## src/rtl/de0_nano_onchip_mem_arbiter.sv

```systemverilog
// Two-master round-robin arbiter in front of the single-port on-chip RAM.
// Grant and waitrequest are combinational; read responses return one cycle
// after acceptance. Out-of-range writes are dropped and out-of-range reads
// return zero.
module de0_nano_onchip_mem_arbiter #(
  parameter int unsigned ADDR_W   = 14,
  parameter int unsigned DATA_W   = 32,
  parameter int unsigned NUMWORDS = 11520
) (
  input  logic                  clk,
  input  logic                  reset_n,
  input  logic [ADDR_W-1:0]     m0_address,
  input  logic [DATA_W/8-1:0]   m0_byteenable,
  input  logic                  m0_read,
  input  logic                  m0_write,
  input  logic [DATA_W-1:0]     m0_writedata,
  output logic                  m0_waitrequest,
  output logic [DATA_W-1:0]     m0_readdata,
  output logic                  m0_readdatavalid,
  input  logic [ADDR_W-1:0]     m1_address,
  input  logic [DATA_W/8-1:0]   m1_byteenable,
  input  logic                  m1_read,
  input  logic                  m1_write,
  input  logic [DATA_W-1:0]     m1_writedata,
  output logic                  m1_waitrequest,
  output logic [DATA_W-1:0]     m1_readdata,
  output logic                  m1_readdatavalid,
  output logic [ADDR_W-1:0]     mem_address,
  output logic [DATA_W/8-1:0]   mem_byteenable,
  output logic                  mem_chipselect,
  output logic                  mem_write,
  output logic [DATA_W-1:0]     mem_writedata,
  output logic                  mem_clken,
  input  logic [DATA_W-1:0]     mem_readdata
);

  localparam int unsigned BE_W = DATA_W / 8;

  // last_grant_q: 0 = m0 won the last access, 1 = m1 won it
  logic              last_grant_q, last_grant_d;
  logic [1:0]        rd_pend_q, rd_pend_d;
  logic              rd_oor_q, rd_oor_d;
  logic [ADDR_W-1:0] addr_q, addr_d;
  logic [BE_W-1:0]   be_q, be_d;
  logic [DATA_W-1:0] wdata_q, wdata_d;

  logic              m0_req_c, m1_req_c;
  logic              gnt0_c, gnt1_c, any_gnt_c;
  logic [ADDR_W-1:0] win_addr_c;
  logic [BE_W-1:0]   win_be_c;
  logic [DATA_W-1:0] win_wdata_c;
  logic              win_write_c, win_read_c, in_range_c;

  // Arbitration: the single requester wins; on contention the master that did not win last time wins
  always_comb begin
    m0_req_c    = m0_read | m0_write;
    m1_req_c    = m1_read | m1_write;
    gnt0_c      = reset_n & m0_req_c & (~m1_req_c | last_grant_q);
    gnt1_c      = reset_n & m1_req_c & (~m0_req_c | ~last_grant_q);
    any_gnt_c   = gnt0_c | gnt1_c;
    win_addr_c  = gnt1_c ? m1_address    : m0_address;
    win_be_c    = gnt1_c ? m1_byteenable : m0_byteenable;
    win_wdata_c = gnt1_c ? m1_writedata  : m0_writedata;
    win_write_c = gnt1_c ? m1_write      : m0_write;
    // a simultaneous read+write is treated as a write with no response
    win_read_c  = gnt1_c ? (m1_read & ~m1_write) : (m0_read & ~m0_write);
    in_range_c  = (32'(win_addr_c) < NUMWORDS);
  end

  // Next-state for grant history, read pipeline and held RAM bus values
  always_comb begin
    last_grant_d = last_grant_q;
    rd_pend_d    = 2'b00;
    rd_oor_d     = 1'b0;
    addr_d       = addr_q;
    be_d         = be_q;
    wdata_d      = wdata_q;
    if (any_gnt_c) begin
      last_grant_d = gnt1_c;
      rd_pend_d    = {gnt1_c & win_read_c, gnt0_c & win_read_c};
      rd_oor_d     = win_read_c & ~in_range_c;
      addr_d       = win_addr_c;
      be_d         = win_be_c;
      wdata_d      = win_wdata_c;
    end
  end

  // State registers with synchronous active-low reset
  always_ff @(posedge clk) begin
    if (!reset_n) begin
      last_grant_q <= 1'b0;
      rd_pend_q    <= 2'b00;
      rd_oor_q     <= 1'b0;
      addr_q       <= '0;
      be_q         <= '0;
      wdata_q      <= '0;
    end else begin
      last_grant_q <= last_grant_d;
      rd_pend_q    <= rd_pend_d;
      rd_oor_q     <= rd_oor_d;
      addr_q       <= addr_d;
      be_q         <= be_d;
      wdata_q      <= wdata_d;
    end
  end

  // Master-facing handshake and read response; everything is forced idle while reset_n is low
  always_comb begin
    m0_waitrequest   = ~reset_n | (m0_req_c & ~gnt0_c);
    m1_waitrequest   = ~reset_n | (m1_req_c & ~gnt1_c);
    m0_readdatavalid = reset_n & rd_pend_q[0];
    m1_readdatavalid = reset_n & rd_pend_q[1];
    m0_readdata      = (m0_readdatavalid & ~rd_oor_q) ? mem_readdata : '0;
    m1_readdata      = (m1_readdatavalid & ~rd_oor_q) ? mem_readdata : '0;
  end

  // RAM-facing drive; address/data hold their last value when nobody is granted
  always_comb begin
    mem_address    = any_gnt_c ? win_addr_c  : addr_q;
    mem_byteenable = any_gnt_c ? win_be_c    : be_q;
    mem_writedata  = any_gnt_c ? win_wdata_c : wdata_q;
    mem_chipselect = any_gnt_c;
    mem_write      = any_gnt_c & win_write_c & in_range_c;
    mem_clken      = reset_n;
  end

endmodule
```

## config.mk

```make
export PLATFORM = sky130hd
export DESIGN_NAME = de0_nano_onchip_mem_arbiter
export DESIGN_NICKNAME = d
export VERILOG_FILES = /design/src/rtl/de0_nano_onchip_mem_arbiter.sv
export SDC_FILE = /design/constraint.sdc
export NUM_CORES = 1
export LEC_CHECK = 0
export ABC_AREA = 1
export ABC_CLOCK_PERIOD_IN_PS = 1300
export CAP_MARGIN = 20
export CORE_AREA = 10 10 99 137
export DETAILED_ROUTE_END_ITERATION = 10
export DIE_AREA = 0 0 109 147
export PLACE_DENSITY = 0.77
export SLEW_MARGIN = 20
export SYNTH_ARGS = -nofsm -noshare
export SYNTH_HDL_FRONTEND = slang
export SYNTH_SLANG_ARGS = --single-unit
export TNS_END_PERCENT = 50
```

## constraint.sdc

```tcl
create_clock -name clk -period 1.3 [get_ports clk]
set_clock_uncertainty 0.1 [all_clocks]
set_input_delay 0.195 -clock clk [delete_from_list [all_inputs] [get_ports clk]]
set_output_delay 0.195 -clock clk [all_outputs]
set_load 0.005 [all_outputs]
```

Word level (Yosys, flattened, before mapping) --
Index checks and enable logic that the tools add are counted.
Word-level totals: input bits 138, logic and storage cells 52, flip-flop bits (word level) 54, output and inout bits 121
Cells by class: bitwise logic cells 34, reductions and logical operators 1, magnitude comparators 1, muxes and demuxes 10
Operators by type and width (number):
- $mux 32 | 4
- $mux 14 | 2
- $and 1x1->1 | 17
- $lt 14x14->1 const B | 1
- $not 1->1 | 10
- $mux 4 | 2
- $or 1x1->1 | 7
- $mux 1 | 2
- $reduce_and 2->1 | 1

Depth between registers and ports, before layout --
Gate-level depths: netlist of the first run.
word-level depth 8, gate-level depth with buffers 11, depth with buffers taken out 10

Worst setup path before layout of the first run --
Ideal clock, no wire load.
path kind flip-flop to output port, from reg last_grant_q, to out mem_writedata[10], stages on the path, launching flop included 8, path buffers 1, setup slack -0.191 ns, data arrival time 1.196 ns, path through dfxtp_1 > o21bai_1 > nand2_1 > nand2_4 > inv_2 > buf_2 > o21bai_1 > inv_1
On the way: longest elaborated chain between the ends 5
RTL lines:
- from (decl) | RTL line 40 | logic last_grant_q, last_grant_d;
- from (signal assigned) | RTL line 98 | last_grant_q <= last_grant_d;
- $not 1->1 | RTL line 59 | gnt1_c = reset_n & m1_req_c & (~m0_req_c | ~last_grant_q);
- $or 1x1->1 | RTL line 59
- $and 1x1->1 | RTL line 59
- $mux 32 / $or 1x1->1 (equally long branches) | RTL line 63, 60
- $mux 32 *
- to (decl) | RTL line 32 | output logic [DATA_W-1:0] mem_writedata,
Mark *: on every way between the ends. The rest lies on a longest branch, timed or not.

Worst setup path in the final report of the first run --
from reg last_grant_q, to out mem_writedata[29]
Same word-level chain as after synthesis.

==> out/metrics.cfg, run 1 <==
[status]
outcome=complete, but fails checks
violations=setup timing

[floorplanning]
height_of_the_die_um=147
floorplan.die_area_sq_um=16000
x_dimension_of_the_die_um=109
core_area_sq_um=11100
top_level_ports=259
std_cell_rows=46
initial_core_util=0.302

[yosys]
sequential_element_share_of_the_synthesized_area=0.322
synth-seq-cells=54
synthDistinctLibCells=22
synth.net_count=705
synth_xor_xnor_area_share=0
yosysMostFrequentCell=nand2_1
postSynthCellCount=567
synth-simple-area-share=0.385
synth.mux.area_fraction=0
synthDominantAreaCellType=dfxtp_1
synth_edf_count=0
synth_ff_type=dfxtp_1
synth-compound-area-share=0.138
yosysWarnings=0
dominant_combinational_cell_family_by_area_after_synthesis=simple AND/OR/NAND/NOR gates
yosys.area_share.adder=0
async_flop_share=0
synth.cell_area_sq_um=3360
synth_top_cells_by_area=dfxtp_1 (32%), nand2_1 (17%), nor2_1 (17%)
netlist.area_leader.share=0.322
synth_area_per_cell_sq_um=5.92
synth_commonest_cells=nand2_1 (155), nor2_1 (154), inv_1 (83)

[power_and_ir_drop]
swShare=0.325
cellPowerDensity_nw_per_um2=865
static_leakage_power_nw=4.55
p_clk_frac=0.206
switching_power_mw=2.56
power.share.sequential=0.244
internal-power_mw=5.32
post-layout-total-power_mw=7.88
max-vdd-ir-drop_mv=0.757
comb_power_share=0.550

[timing]
drv_slew=0
rsz0062_at_grt=true
timing.setup.tns_ns=-77.63
min_period_ns=2.19
fmax_mhz=457
layout_worst_path_cycle_share=1.68
hold_viol=0
worst-slew-pin-transition_ns=0.420
setup_viol=171
final_critical_path_setup_slack_ns=-0.889
max_slew_margin=0.720

[cts]
tritoncts.num_buffers=5
clk_tree_root_cell=clkbuf_16
clk_path_buf_depth=2
path_clk_slew_ns=0.07
clk-insertion-delay-late_ns=0.30
cts_sinks=54
tritoncts=built
cts-htree-levels=2

[route]
first_pass_iters=4
vias=5452
routed_wirelength_um=22100
drt-vias-per-instance=4.72
initial_detailed_routing_violation_count=225
drcViolationCount=0
drtAntennaViolNets=0
post_drt_wl_per_cell_um=19.1

[critical_path]
crit_chain=o21ai_4 -> nand2_8 -> buf_8 -> buf_12 -> buf_8 -> buf_12 -> nand2_2 -> nand2_1 -> o21bai_1 -> inv_1 -> buf_2
critPathMaxFanout=8
crit_type=flip-flop to output pin
timing.critical_path.max_delay_family=buffers and inverters
critical_path_required_ns=1.00
cp_slowest_cell=dfxtp_4
critPathLaunchType=flip-flop
crit_path_dat_ns=1.89
critical_path.max_stage_delay_ns=0.36
sort_of_element_at_the_end_of_the_critical_path=output pin
critical_path.n_buffers_inverters=6

[global_routing]
grt-ovfl-total=0
grtUsageTotal=0.233
antenna_found_initial=1
grt_first_pass_wirelength_um=29500
grt_pass1_vias=5715
grt_start_max_net_pins=27

[cells_and_area]
final_net_count=1147
num_antenna_cells=0
layout_area_growth_over_synthesis_pct=172
layout-drive-gt1-share=0.564
final_core_util=0.821

[placement]
hpwl_um=12300
port-buffer-count=258
routabilityCongestion=0.903

[job]
drv.max_cap_violation_count=0

[hold_path]
class_of_the_worst_hold_path=primary input to flip-flop

[kinds of logic (layout without fill, tap and decap cells)]
group                  Yosys count  in the layout
AND/OR/NAND/NOR                327            328
buffers and inverters          117            559
flip-flops                      54             54
AO/OA/AOI/OAI                   69             69
[area by class of cell]
cell class | instances | area, sq um
inverter | 86 | 348
fill | 634 | 1990
multi-input combinational | 397 | 2880
tap | 144 | 180
clock buffer | 6 | 139
timing repair buffer | 465 | 4450
clock inverter | 2 | 38.8
sequential | 54 | 1090
[flip-flops by register name, indices dropped and copies added (netlist names)]
register      count
rd_pend_q         2
rd_oor_q          1
wdata_q          32
last_grant_q      1
be_q              4
addr_q           14
[layout by cell type (no fill, tap or decap), types with 3 or more instances in the layout]
cell type        instances
nand3b_1                 4
a211oi_2                 3
inv_1                   61
nand2_1                110
clkbuf_16                9
buf_16                   7
buf_8                    8
o21ai_2                  4
o21bai_1                 3
nand2_2                 41
nand3_2                  3
dlygate4sd2_1            3
o21ai_1                  5
buf_2                   89
nand3_1                  3
clkbuf_2                 6
nor2_2                  54
nor2_1                  61
a21oi_1                  3
o22ai_4                  3
nor2_4                  41
nand2_8                  3
o21bai_4                30
buf_12                  18
buf_4                  100
a21oi_2                 13
buf_6                   95
dfxtp_1                 51
clkdlybuf4s50_1        132
inv_2                   20
nand2_4                  5
[power by group through the flow]
stage / logic [mW] / clock network, mW / registers (mW)
3_5_place_dp: 2.49 / 0 / 1.90
2_1_floorplan: 0.994 / 0 / 1.89
4_1_cts: 3.60 / 1.63 / 1.89
6_report: 4.34 / 1.62 / 1.92
3_3_place_gp: 2.47 / 0 / 1.90
5_1_grt: 4.60 / 1.70 / 1.93
[routing by layer]
layer	up-vias	track usage	wire length (um)
met2	269	0.440	11600
met1	2539	0.219	7640
met3	63	0.0670	1860
met4	0	0.109	1010
met5	-	0	0
li1	2581	-	-
[stage by stage]
step | area [sq um] | worst slack (ns) | hold slack, ns | std cells
2_1_floorplan | 3420 | -0.0887 | 0.167 | 567
3_3_place_gp | 6560 | -1.19 | 0.361 | 1000
3_5_place_dp | 6560 | -1.22 | 0.364 | 1000
4_1_cts | 8280 | -0.884 | 0.372 | 1147
5_1_grt | 9120 | -0.940 | 0.200 | 1154
6_report | 9120 | -0.889 | 0.186 | 1154
[final timing paths]
kind / from / to / slack (ns) / depth (start not counted)
hold / removal: m1_write / rd_pend_q[1] / 0.19 / 3
hold reg to reg: addr_q[10] / addr_q[10] / 0.37 / 2
setup / recovery: last_grant_q / mem_writedata[29] / -0.89 / 11
setup reg to reg: last_grant_q / wdata_q[24] / -0.85 / 14
[worst min-delay path: cells and delay by family]
family                 cells  cell delay (ns)
buffers and inverters      2             0.30
AND/OR/NAND/NOR            1             0.04
[repair_timing]
| action | in CTS | in global routing |
|---|---|---|
| cloned | 14 | 4 |
| buffers inserted | 125 | 46 |
| hold endpoints to repair | 0 | 0 |
| pin swaps | 35 | 47 |
| hold buffers | 0 | 0 |
| endpoints found under the setup margin | 173 | 173 |
| gates resized for setup | 509 | 378 |
No activity file was read; power rests on OpenSTA's default activity.
==> run 2, diff against run 1 <==
--- a/config.mk
+++ b/config.mk
@@ -12,7 +12,6 @@
 export DETAILED_ROUTE_END_ITERATION = 10
 export DIE_AREA = 0 0 109 147
 export PLACE_DENSITY = 0.77
-export SLEW_MARGIN = 20
 export SYNTH_ARGS = -nofsm -noshare
 export SYNTH_HDL_FRONTEND = slang
 export SYNTH_SLANG_ARGS = --single-unit
==> results of run 2 <==
The final DEF is identical to that of run 1; final timing and power are the same.
==> run 3, diff against run 2 <==
--- a/config.mk
+++ b/config.mk
@@ -6,12 +6,13 @@
 export NUM_CORES = 1
 export LEC_CHECK = 0
 export ABC_AREA = 1
-export ABC_CLOCK_PERIOD_IN_PS = 1300
+export ABC_CLOCK_PERIOD_IN_PS = 2350
 export CAP_MARGIN = 20
-export CORE_AREA = 10 10 99 137
+export CORE_AREA = 10 10 109 111
+export CTS_BUF_LIST = sky130_fd_sc_hd__clkbuf_8
 export DETAILED_ROUTE_END_ITERATION = 10
-export DIE_AREA = 0 0 109 147
-export PLACE_DENSITY = 0.77
+export DIE_AREA = 0 0 119 121
+export PLACE_DENSITY = 0.83
 export SYNTH_ARGS = -nofsm -noshare
 export SYNTH_HDL_FRONTEND = slang
 export SYNTH_SLANG_ARGS = --single-unit
==> constraint.sdc (replaced) <==
create_clock -name clk -period 2.35 [get_ports clk]
set_clock_uncertainty 0.1 [all_clocks]
set_input_delay 0.3525 -clock clk [delete_from_list [all_inputs] [get_ports clk]]
set_output_delay 0.3525 -clock clk [all_outputs]
set_load 0.005 [all_outputs]
==> run 3 against run 2 <==
Against the previous run: the run still ends with setup timing left; highest routed layer unchanged; hold slack better by 0.12 ns; sequential cell count unchanged; global-route usage fell by 0.65 points.
==> out/metrics.cfg, run 3 (synthesis gave the netlist of run 1 again) <==
[route]
routed_wirelength_um=18500  ; was 22100 um
first_pass_iters=5  ; was 4
drt-vias-per-instance=4.70  ; was 4.72
initial_detailed_routing_violation_count=201  ; was 225
drtAntennaViolNets=0  ; unchanged
post_drt_wl_per_cell_um=17.4  ; was 19.1 um
drcViolationCount=0  ; unchanged
vias=4991  ; was 5452

[critical_path]
crit_type=flip-flop to output pin  ; unchanged
sort_of_element_at_the_end_of_the_critical_path=output pin  ; unchanged
critPathLaunchType=flip-flop  ; unchanged
crit_path_dat_ns=1.95  ; was 1.89 ns
critical_path_required_ns=1.90  ; was 1.00 ns
crit_chain=buf_12 -> o21ai_4 -> nand2_8 -> nand2_8 -> buf_12 -> buf_4 -> nor2_2 -> o21bai_4 -> inv_1 -> dlygate4sd2_1  ; was o21ai_4 -> nand2_8 -> buf_8 -> buf_12 -> buf_8 -> buf_12 -> nand2_2 -> nand2_1 -> o21bai_1 -> inv_1 -> buf_2
critical_path.max_stage_delay_ns=0.35  ; was 0.36 ns
cp_slowest_cell=dfxtp_2  ; was dfxtp_4
critPathMaxFanout=5  ; was 8
critical_path.n_buffers_inverters=5  ; was 6
timing.critical_path.max_delay_family=buffers and inverters  ; unchanged

[cells_and_area]
largest_register_ff_count=32  ; unchanged
layout.filler_cells=642  ; was 634
final_net_count=1063  ; was 1147
mostFrequentLayoutCells=clkdlybuf4s50_1 (200), nand2_1 (151), nor2_1 (129)  ; was clkdlybuf4s50_1 (132), nand2_1 (110), buf_4 (100)
layout-drive-gt1-share=0.259  ; was 0.564
final_area_sq_um=7570  ; was 9120 sq um
layout_commonest_cell=clkdlybuf4s50_1  ; unchanged
layout_area_growth_over_synthesis_pct=126  ; was 172%
reg.largest.list=wdata_q (32), addr_q (14), be_q (4)  ; unchanged
registers.top_by_ff_count=wdata_q  ; unchanged

[global_routing]
grt_start_max_net_pins=32  ; was 27
grt_first_pass_wirelength_um=26500  ; was 29500 um
grt-ovfl-total=0  ; unchanged
gr-usage-met3=0.0754  ; was 0.0670
globalRoute.busiestLayer=met2  ; unchanged
antenna_found_initial=3  ; was 1
grtUsageTotal=0.227  ; was 0.233
grt_pass1_vias=5081  ; was 5715
met2_usage_in_global_routing=0.421  ; was 0.440
use_met1=0.224  ; was 0.219

[floorplanning]
core_area_sq_um=9640  ; was 11100 sq um
height_of_the_die_um=121  ; was 147 um
initial_core_util=0.348  ; was 0.302
std_cell_rows=36  ; was 46
top_level_ports=259  ; unchanged
x_dimension_of_the_die_um=119  ; was 109 um
floorplan.die_area_sq_um=14400  ; was 16000 sq um

[power_and_ir_drop]
cellPowerDensity_nw_per_um2=465  ; was 865 nW/um^2
static_leakage_power_nw=3.84  ; was 4.55 nW
max-vdd-ir-drop_mv=0.356  ; was 0.757 mV

[cts]
clk_path_buf_depth=2  ; unchanged
path_clk_slew_ns=0.11  ; was 0.07 ns
tritoncts=built  ; unchanged
tritoncts.num_buffers=5  ; unchanged
holdBufCountCts=0  ; unchanged
cts-htree-levels=2  ; unchanged
clk-insertion-delay-late_ns=0.31  ; was 0.30 ns
clk_tree_root_cell=clkbuf_8  ; was clkbuf_16
cts_sinks=54  ; unchanged

[timing]
min_period_ns=2.40
final_critical_path_setup_slack_ns=-0.0484  ; was -0.889 ns
max_slew_margin=0.745  ; was 0.720
setup_viol=8  ; was 171
timing.setup.tns_ns=-0.167  ; was -77.63 ns
layout_worst_path_cycle_share=1.02
fmax_mhz=417
rsz0062_at_grt=true  ; unchanged
worst-slew-pin-transition_ns=0.382  ; was 0.420 ns
hold_viol=0  ; unchanged
drv_slew=0  ; unchanged

[placement]
dpl-instance-area_sq_um=6490  ; was 6560 sq um
port-buffer-count=258  ; unchanged
routabilityCongestion=0.846  ; was 0.903
hpwl_um=13200  ; was 12300 um

[status]
violations=setup timing  ; unchanged
outcome=complete, but fails checks  ; unchanged

[job]
drv.max_cap_violation_count=0  ; unchanged

[hold_path]
class_of_the_worst_hold_path=primary input to flip-flop  ; unchanged

[run 3: cell types whose count changed in the layout (fill, tap and decap cells not counted), sizes merged, moves of 8 or more]
cell and delta:
dlygate4sd2 +9, clkdlybuf4s15 +11, clkbuf +17, dlymetal6s2s +8
buf -196, clkdlybuf4s50 +68
[run 3: tightest hold or removal path, cell delays in order]
cell and delay [ns]:
clkbuf_2 0.16, buf_4 0.14, nor2_1 0.04
[run 3: layer usage]
metal | vias up | part of all wire
met5 | - | 0
met4 | 0 | 0.041
met3 | 44 | 0.081
met2 | 253 | 0.51
met1 | 2287 | 0.36
li1 | 2407 | -
[run 3: power breakdown]
part / internal, mW / switching (mW) / leakage [nW]
Combinational: 1.04 / 0.763 / 3.33
Clock: 0.351 / 0.323 / 0.0618
Sequential: 1.01 / 0.0431 / 0.447
Total: 2.40 / 1.13 / 3.84
[run 3: cell type report]
cell class	instances	area, sq um	share of cell area
Clock buffer	6	82.6	0.0109
Sequential cell	54	1080	0.143
Antenna cell	4	10.0	0.00132
Multi-Input combinational cell	396	2230	0.295
Inverter	86	328	0.0433
Tap cell	133	166	0.0220
Timing Repair Buffer	382	3630	0.480
Clock inverter	2	38.8	0.00512
[run 3: worst paths after layout]
kind / slack (ns) / startpoint / end / depth (start not counted)
max reg2reg: -0.03 / last_grant_q / wdata_q[5] / 16
max: -0.05 / last_grant_q / mem_byteenable[2] / 10
min: 0.31 / m1_write / rd_pend_q[1] / 3
min reg2reg: 0.38 / wdata_q[2] / wdata_q[2] / 2
[run 3: repair_timing]
action / 4_1_cts / 5_1_grt
pin swaps: 11 / 6
gates cloned: 2 / 3
endpoints found under the setup margin: 116 / 56
buffers inserted: 47 / 7
gates resized for setup: 112 / 119
[run 3: metrics by stage]
| stage | util | power [mW] | hold WS (ns) | instances | setup WS, ns |
|---|---|---|---|---|---|
| after floorplan | - | 1.58 | 0.325 | 567 | 0.578 |
| after global placement | 0.674 | 2.39 | 0.348 | 992 | -0.427 |
| after detailed placement | 0.674 | 2.42 | 0.359 | 992 | -0.510 |
| after CTS | 0.751 | 3.33 | 0.373 | 1049 | -0.191 |
| after global routing | 0.785 | 3.71 | 0.314 | 1062 | -0.115 |
| final | 0.786 | 3.52 | 0.307 | 1063 | -0.0484 |
